[src/rtl/bit_serializer_pkg.sv]
// Shared types and defaults for the bit_serializer stimulus stage.
// The PARITY state exists only when BIT_SERIALIZER_PARITY_EN is defined.
package bit_serializer_pkg;

    localparam int BIT_SERIALIZER_DEFAULT_WIDTH = 8;
    localparam int BIT_SERIALIZER_DEFAULT_GAP   = 2;

    typedef enum logic [1:0] {
        ST_IDLE   = 2'd0,
        ST_SHIFT  = 2'd1,
`ifdef BIT_SERIALIZER_PARITY_EN
        ST_PARITY = 2'd2,
`endif
        ST_GAP    = 2'd3
    } state_t;

endpackage

[src/rtl/bit_shift_reg.sv]
// Loadable WIDTH-bit left-shift register with MSB tap; zero fills the vacated LSB.
module bit_shift_reg #(
    parameter int WIDTH = 8
) (
    input  logic             clk,
    input  logic             reset,
    input  logic             load,
    input  logic             shift,
    input  logic [WIDTH-1:0] load_value,
    output logic             msb
);

    logic [WIDTH-1:0] shift_q;

    always_ff @(posedge clk) begin
        if (reset) begin
            shift_q <= '0;
        end else if (load) begin
            shift_q <= load_value;
        end else if (shift) begin
            shift_q <= {shift_q[WIDTH-2:0], 1'b0};
        end
    end

    assign msb = shift_q[WIDTH-1];

endmodule

[src/rtl/bit_serializer.sv]
// Parallel-to-serial feeder for the ones detectors: MSB first, then GAP forced-zero cycles.
// Optional even-parity bit after each word when BIT_SERIALIZER_PARITY_EN is defined.
module bit_serializer
    import bit_serializer_pkg::*;
#(
    parameter int WIDTH = BIT_SERIALIZER_DEFAULT_WIDTH,
    parameter int GAP   = BIT_SERIALIZER_DEFAULT_GAP
) (
    input  logic             clk,
    input  logic             reset,
    input  logic             load_valid,
    input  logic [WIDTH-1:0] load_data,
    output logic             load_ready,
    output logic             data_out,
    output logic             data_valid,
    output logic             busy,
    output logic             done
);

    localparam int CNT_W    = $clog2(WIDTH + 1);
    localparam int GAP_W    = (GAP < 2) ? 1 : $clog2(GAP + 1);
    localparam int GAP_LAST = (GAP > 0) ? GAP - 1 : 0;

    state_t           state_q;
    state_t           state_d;
    logic [CNT_W-1:0] bit_cnt_q;
    logic [GAP_W-1:0] gap_cnt_q;
    logic             load_ready_q;
    logic             accept;
    logic             last_bit;
    logic             shift_msb;

    assign accept   = (state_q == ST_IDLE) && load_valid && load_ready_q;
    assign last_bit = (bit_cnt_q == CNT_W'(WIDTH - 1));

    bit_shift_reg #(
        .WIDTH(WIDTH)
    ) u_shift_reg (
        .clk        (clk),
        .reset      (reset),
        .load       (accept),
        .shift      (state_q == ST_SHIFT),
        .load_value (load_data),
        .msb        (shift_msb)
    );

`ifdef BIT_SERIALIZER_PARITY_EN
    logic parity_q;

    // Parity is taken from the captured word so later load_data changes cannot leak in.
    always_ff @(posedge clk) begin
        if (reset) begin
            parity_q <= 1'b0;
        end else if (accept) begin
            parity_q <= ^load_data;
        end
    end
`endif

    always_comb begin
        state_d = state_q;
        case (state_q)
            ST_IDLE: begin
                if (accept) begin
                    state_d = ST_SHIFT;
                end
            end
            ST_SHIFT: begin
                if (last_bit) begin
`ifdef BIT_SERIALIZER_PARITY_EN
                    state_d = ST_PARITY;
`else
                    state_d = (GAP > 0) ? ST_GAP : ST_IDLE;
`endif
                end
            end
`ifdef BIT_SERIALIZER_PARITY_EN
            ST_PARITY: begin
                state_d = (GAP > 0) ? ST_GAP : ST_IDLE;
            end
`endif
            ST_GAP: begin
                if (gap_cnt_q == GAP_W'(GAP_LAST)) begin
                    state_d = ST_IDLE;
                end
            end
            default: begin
                state_d = ST_IDLE;
            end
        endcase
    end

    // load_ready tracks the edge that enters IDLE, so it is low on the accepting edge.
    always_ff @(posedge clk) begin
        if (reset) begin
            state_q      <= ST_IDLE;
            bit_cnt_q    <= '0;
            gap_cnt_q    <= '0;
            load_ready_q <= 1'b0;
        end else begin
            state_q      <= state_d;
            load_ready_q <= (state_d == ST_IDLE);
            if (accept) begin
                bit_cnt_q <= '0;
            end else if (state_q == ST_SHIFT) begin
                bit_cnt_q <= bit_cnt_q + CNT_W'(1);
            end
            if (state_q == ST_GAP) begin
                gap_cnt_q <= gap_cnt_q + GAP_W'(1);
            end else begin
                gap_cnt_q <= '0;
            end
        end
    end

    always_comb begin
        data_out   = 1'b0;
        data_valid = 1'b0;
        done       = 1'b0;
        case (state_q)
            ST_SHIFT: begin
                data_out   = shift_msb;
                data_valid = 1'b1;
`ifndef BIT_SERIALIZER_PARITY_EN
                done       = last_bit;
`endif
            end
`ifdef BIT_SERIALIZER_PARITY_EN
            ST_PARITY: begin
                data_out   = parity_q;
                data_valid = 1'b1;
                done       = 1'b1;
            end
`endif
            default: begin
            end
        endcase
    end

    assign busy       = (state_q != ST_IDLE);
    assign load_ready = load_ready_q;

endmodule

[config.mk]
export PLATFORM = sky130hd
export DESIGN_NAME = bit_serializer
export DESIGN_NICKNAME = d
export VERILOG_FILES = /design/src/rtl/bit_serializer_pkg.sv /design/src/rtl/bit_shift_reg.sv /design/src/rtl/bit_serializer.sv
export SDC_FILE = /design/constraint.sdc
export NUM_CORES = 1
export LEC_CHECK = 0
export BUFFER_PORTS_ARGS = -buffer_cell sky130_fd_sc_hd__buf_2
export CAP_MARGIN = 20
export CORE_MARGIN = 2
export CORE_UTILIZATION = 51
export CTS_BUF_LIST = sky130_fd_sc_hd__clkbuf_4 sky130_fd_sc_hd__clkbuf_8 sky130_fd_sc_hd__clkbuf_16
export CTS_CLUSTER_SIZE = 24
export DETAILED_ROUTE_END_ITERATION = 16
export PLACE_DENSITY = 0.82
export REMOVE_ABC_BUFFERS = 1
export SYNTH_ARGS = -nofsm -noshare
export SYNTH_HDL_FRONTEND = slang
export SYNTH_HIERARCHICAL = 1
export SYNTH_SLANG_ARGS = --single-unit
[constraint.sdc]
create_clock -name clk -period 1.4 [get_ports clk]
set_input_delay 0.21 -clock clk [delete_from_list [all_inputs] [get_ports clk]]
set_output_delay 0.21 -clock clk [all_outputs]
set_load 0.005 [all_outputs]
# After elaboration in Yosys (flattened, before gate mapping)
# Cells that the tools add are included.
dict set report op_classes {
  eq_ne 4
  bitwise_logic 1
  addsub 2
  mux 9
  n_reduce_logical 8
}
# operator count
set op_table {}
lappend op_table {{$mux W8} 2}
lappend op_table {{$mux W2} 3}
lappend op_table {{$pmux W2 S3} 1}
lappend op_table {{$add A4 B1 Y4 const B} 1}
lappend op_table {{$eq A2 B1 Y1 const B} 2}
lappend op_table {{$eq A4 B3 Y1 const B} 1}
lappend op_table {{$logic_not A2 Y1} 2}
lappend op_table {{$reduce_bool A2 Y1} 2}
lappend op_table {{$reduce_or A2 Y1} 2}
lappend op_table {{$mux W1} 3}
lappend op_table {{$add A2 B1 Y2 const B} 1}
lappend op_table {{$eq A2 B2 Y1 const B} 1}
lappend op_table {{$logic_and A1 B1 Y1} 2}
lappend op_table {{$not A1 Y1} 1}
dict set report totals {
  in_bits 11
  elab_cells 29
  register_bits 17
}

# Logic depth before layout (Yosys ltp)
dict set report depth {
  ltp_word 6
  mapped_depth 5
  mapped_depth_nobuf 5
}

# Modules after synthesis
# The synthesis kept the hierarchy.
# mod instances area_per_inst_um2 cells_each
set modules_own_cells {}
lappend modules_own_cells {bit_serializer 1 397.9 41}
lappend modules_own_cells {bit_shift_reg 1 369.1 35}

# Least setup slack after synthesis
# No wires, ideal clock.
dict set report synth_path {
  path_kind {reg2reg}
  startpoint {register state_q[1]}
  endpoint {register u_shift_reg.shift_q[0]}
  period_less_slack_ns 1.305
  path_buffers 1
  path_slack_ns 0.095
  stages_incl_launch_ff 6
  arrival_ns 1.235
  cell_sequence {dfxtp_1 > nand2b_1 > inv_1 > buf_6 > or3b_1 > a21oi_1}
}
dict set report synth_between {
  elab_chain_cells 4
  word_cells_on_any_way 6
}
# item line_no
set synth_lines {}
lappend synth_lines {{start: declaration} bit_serializer.sv:24} ;# state_t state_q;
lappend synth_lines {{start signal: assignment} bit_serializer.sv:101} ;# state_q <= state_d;
lappend synth_lines {{$logic_not A2 Y1} bit_serializer.sv:33} ;# assign accept = (state_q == ST_IDLE) && load_valid && load_ready_q;
lappend synth_lines {{$logic_and A1 B1 Y1 (2 in series)} bit_serializer.sv:33}
lappend synth_lines {{$mux W8 or $reduce_bool A2 Y1 (tied branches)} --}
lappend synth_lines {{end signal: assignment} bit_shift_reg.sv:19} ;# shift_q <= load_value;
lappend synth_lines {{end signal: assignment} bit_shift_reg.sv:21} ;# shift_q <= {shift_q[WIDTH-2:0], 1'b0};
lappend synth_lines {{end: declaration} bit_shift_reg.sv:13} ;# logic [WIDTH-1:0] shift_q;
# Several ways; a longest one is shown, not always the timed one.
# A chain may end at the register's enable or synchronous reset.

# Worst setup path in the final report
dict set report layout_path {
  startpoint {register bit_cnt_q[0]}
  endpoint {output done}
}
dict set report layout_between {
  elab_chain_cells 2
}
# item line_no
set layout_lines {}
lappend layout_lines {{start: declaration} bit_serializer.sv:26} ;# logic [CNT_W-1:0] bit_cnt_q;
lappend layout_lines {{start signal: assignment} bit_serializer.sv:106} ;# bit_cnt_q <= bit_cnt_q + CNT_W'(1);
lappend layout_lines {{$eq A4 B3 Y1} bit_serializer.sv:34} ;# assign last_bit = (bit_cnt_q == CNT_W'(WIDTH - 1));
lappend layout_lines {{$mux W1} bit_serializer.sv:120} ;# case (state_q)
lappend layout_lines {{end: declaration} bit_serializer.sv:17} ;# output logic done
# Every way passes these cells.

==> out/results.ini <==
[sta]
worstMarginPinSlew_ns=0.234
final.setup.worst_slack_ns=-0.0132
relSlewSlack=0.844
finalCritPeriodShare=1.01
finalHoldViolations=0
fin_skew_ns=0.0109
rsz0062_at_grt=yes
fmaxAchievable_mhz=708
setup_viol=1
maxSlewViolCount=0
fin_crit_ns=1.41

[power_and_ir_drop]
cellPowerDensity_nw_per_um2=932
p_int_mw=0.699
combPwrFrac=0.155
power_mw=0.941
ir_worst_vdd_v=0.000718
p_seq_frac=0.560
switchingPower_mw=0.242
switching_share=0.257
leakage_nw=0.393
clkPwrFrac=0.284

[cts]
clock_path_buffers=2
path_clk_slew_ns=0.11
cts_hold_buf=0
cts_htree_levels=1
cts_buffers=3
clk_latency_ns=0.30
cts_sinks=17
clock-root-buffer=clkbuf_4
cts_tree=built

[final_layout]
syn2layout_area_growth_pct=31.6
final_core_util=0.748
seqCellArea_um2=348
multi_input_area_um2=417
final_nets=118
drive_gt1_frac=0.452
fillers=93
antennaDiodeCount=0

[routing]
route.vias.total=628
wl_um=1470
dr_wl_met2_um=735
drtIter0Drc=3
ant_nets=0
routedWlPerCell_um=12.4
dr.pass1.iters=4
via_per_inst=5.28
drt-met1-wl_um=659
top_layer=met4
drc=0
wl_met3_um=68

[global_routing]
gr-total-overflow=0
grt_pass1_wl_um=2660
grt_pass1_vias=626
track_usage=0.196
antenna_found_initial=0
grt_max_degree=15

[worst_setup_path]
startpoint_type=flip-flop
r2r_setup_slack_ns=0.07
worstSetupPathType=reg2out
cp_data_arrival_time_ns=1.20
cp_max_fo=2
crit_required_ns=1.19
cp-end-kind=output port

[place]
port_buffers=15
place_worst_setup_slack_ns=0.0397
hpwlAfterDp_um=977
gp_congestion=0.744

[synthesis]
synth-main-ff-cell=dfxtp_1
synth_cell_types=29
synth-async-reset-ratio=0
synth_top_area_share=0.444
netlist_instances=76
synth_largest_area_cell=dfxtp_1
yosys_warnings=6
ys_ff_latch=17
synth_area_per_cell_um2=10.1
syn_area_um2=767
synth_edf_count=0
synth_area_leaders=dfxtp_1, mux2i_1, a211oi_1, nor2b_1, ha_1
yosysSeqAreaShare=0.444

[floorplan]
start_util=0.568
io-pin-count=16
dieArea_um2=1830
core_um2=1350
die_y_um=42.8
std_cell_rows=13
die_w_um=42.8

[outcome]
violations=setup timing
status=finished, violations left

[min_path]
hold_path_class=in2reg

[job]
maxCapViolations=0

cells in the mapped netlist (all sizes together), types with 2 or more instances:
master / n
a211oi: 7
inv: 3
a21oi: 3
or2: 2
nand2: 6
nor2b: 8
nor2: 4
dfxtp: 17
ha: 2
mux2i: 7
nor3: 2
power by group through the flow:
| stage | registers [mW] | clock network, mW | logic [mW] |
|---|---|---|---|
| 2_1_floorplan | 0.533 | 0 | 0.0742 |
| 3_3_place_gp | 0.535 | 0 | 0.115 |
| 3_5_place_dp | 0.536 | 0 | 0.118 |
| 4_1_cts | 0.526 | 0.276 | 0.136 |
| 5_1_grt | 0.530 | 0.294 | 0.162 |
| 6_report | 0.527 | 0.268 | 0.146 |
stage by stage:
stage          TNS [ns]  hold WS [ns]  instances  area [um^2]
2_1_floorplan         0         0.279         74          746
3_3_place_gp          0         0.421        107          862
3_5_place_dp          0         0.427        107          862
4_1_cts         -0.0527         0.140        118          960
5_1_grt          -0.181         0.141        119         1010
6_report        -0.0132         0.147        119         1010
final timing paths:
check / cells after the start / endpoint / startpoint
min reg2reg: 1 / gap_cnt_q[0]$_SDFF_PP0_ / gap_cnt_q[0]$_SDFF_PP0_
max: 4 / done / bit_cnt_q[0]$_SDFFE_PP0P_
min: 3 / u_shift_reg/shift_q[0]$_SDFFE_PP0P_ / load_data[0]
max reg2reg: 4 / u_shift_reg/shift_q[7]$_SDFFE_PP0P_ / state_q[0]$_SDFF_PP0_
area by class of cell:
cell class              count  area share
clock buffers               3      0.0223
clock inverters             1     0.00743
inverters                   3      0.0149
multi-input cells          54       0.413
flip-flops and latches     17       0.344
well taps                  15      0.0186
repair buffers             26       0.180
critical path, cell delays in order, from the launching register on:
cell	delay [ns]
dfxtp_2	0.36
ha_4	0.13
nand3b_1	0.10
nor3b_2	0.19
buf_2	0.14
flip-flops by register name, indices dropped and copies added (netlist names):
register / count
state_q: 2
gap_cnt_q: 2
bit_cnt_q: 4
u_shift_reg/shift_q: 8
load_ready: 1
layer usage:
layer / up-vias / GRT usage
li1: 322 / -
met1: 291 / 0.224
met2: 13 / 0.333
met3: 2 / 0.0766
met4: 0 / 0.0563
met5: - / 0
placed cells by master, fill, tap and decap left out:
| master | netlist | final |
|---|---|---|
| inv_1 | 3 | 2 |
| nand2_1 | 6 | 6 |
| buf_6 | 1 | 5 |
| or2_2 | 1 | 1 |
| nor2_2 | 2 | 2 |
| and4bb_2 | 0 | 1 |
| a21oi_2 | 2 | 2 |
| ha_1 | 2 | 1 |
| nor2b_1 | 8 | 8 |
| dfxtp_1 | 17 | 13 |
| and2_4 | 0 | 1 |
| or3_1 | 1 | 1 |
| buf_4 | 0 | 8 |
| nor2_1 | 2 | 2 |
| o21ai_0 | 1 | 1 |
| a21oi_1 | 1 | 1 |
| xor2_1 | 1 | 1 |
| clkinvlp_4 | 0 | 2 |
| or3b_1 | 1 | 1 |
| xnor2_1 | 1 | 1 |
| mux2i_1 | 7 | 7 |
| nand3b_1 | 1 | 1 |
| buf_2 | 0 | 13 |
| nand2b_4 | 0 | 1 |
| or2_4 | 1 | 1 |
| dfxtp_4 | 0 | 1 |
| ha_4 | 0 | 1 |
| clkbuf_4 | 0 | 3 |
| a2bb2oi_1 | 1 | 1 |
| a211oi_1 | 7 | 7 |
| nor3_1 | 2 | 2 |
| nor3b_2 | 1 | 1 |
| dfxtp_2 | 0 | 3 |
| o21ba_2 | 1 | 1 |
| nand3_1 | 1 | 1 |
cell families after synthesis:
family / Yosys count / share of synthesized area
multiplexers: 7 / 0.0914
XOR/XNOR: 2 / 0.0228
AO/OA/AOI/OAI: 13 / 0.129
adder cells (fa/ha/maj): 2 / 0.0326
flip-flops: 17 / 0.444
buffers and inverters: 5 / 0.0424
AND/OR/NAND/NOR: 30 / 0.238
timing repair:
item	CTS	global route
pin swaps	1	7
setup buffers	7	1
resized for setup	5	11
endpoints found under the setup margin	3	11
Power figures use the tool's default switching activity.
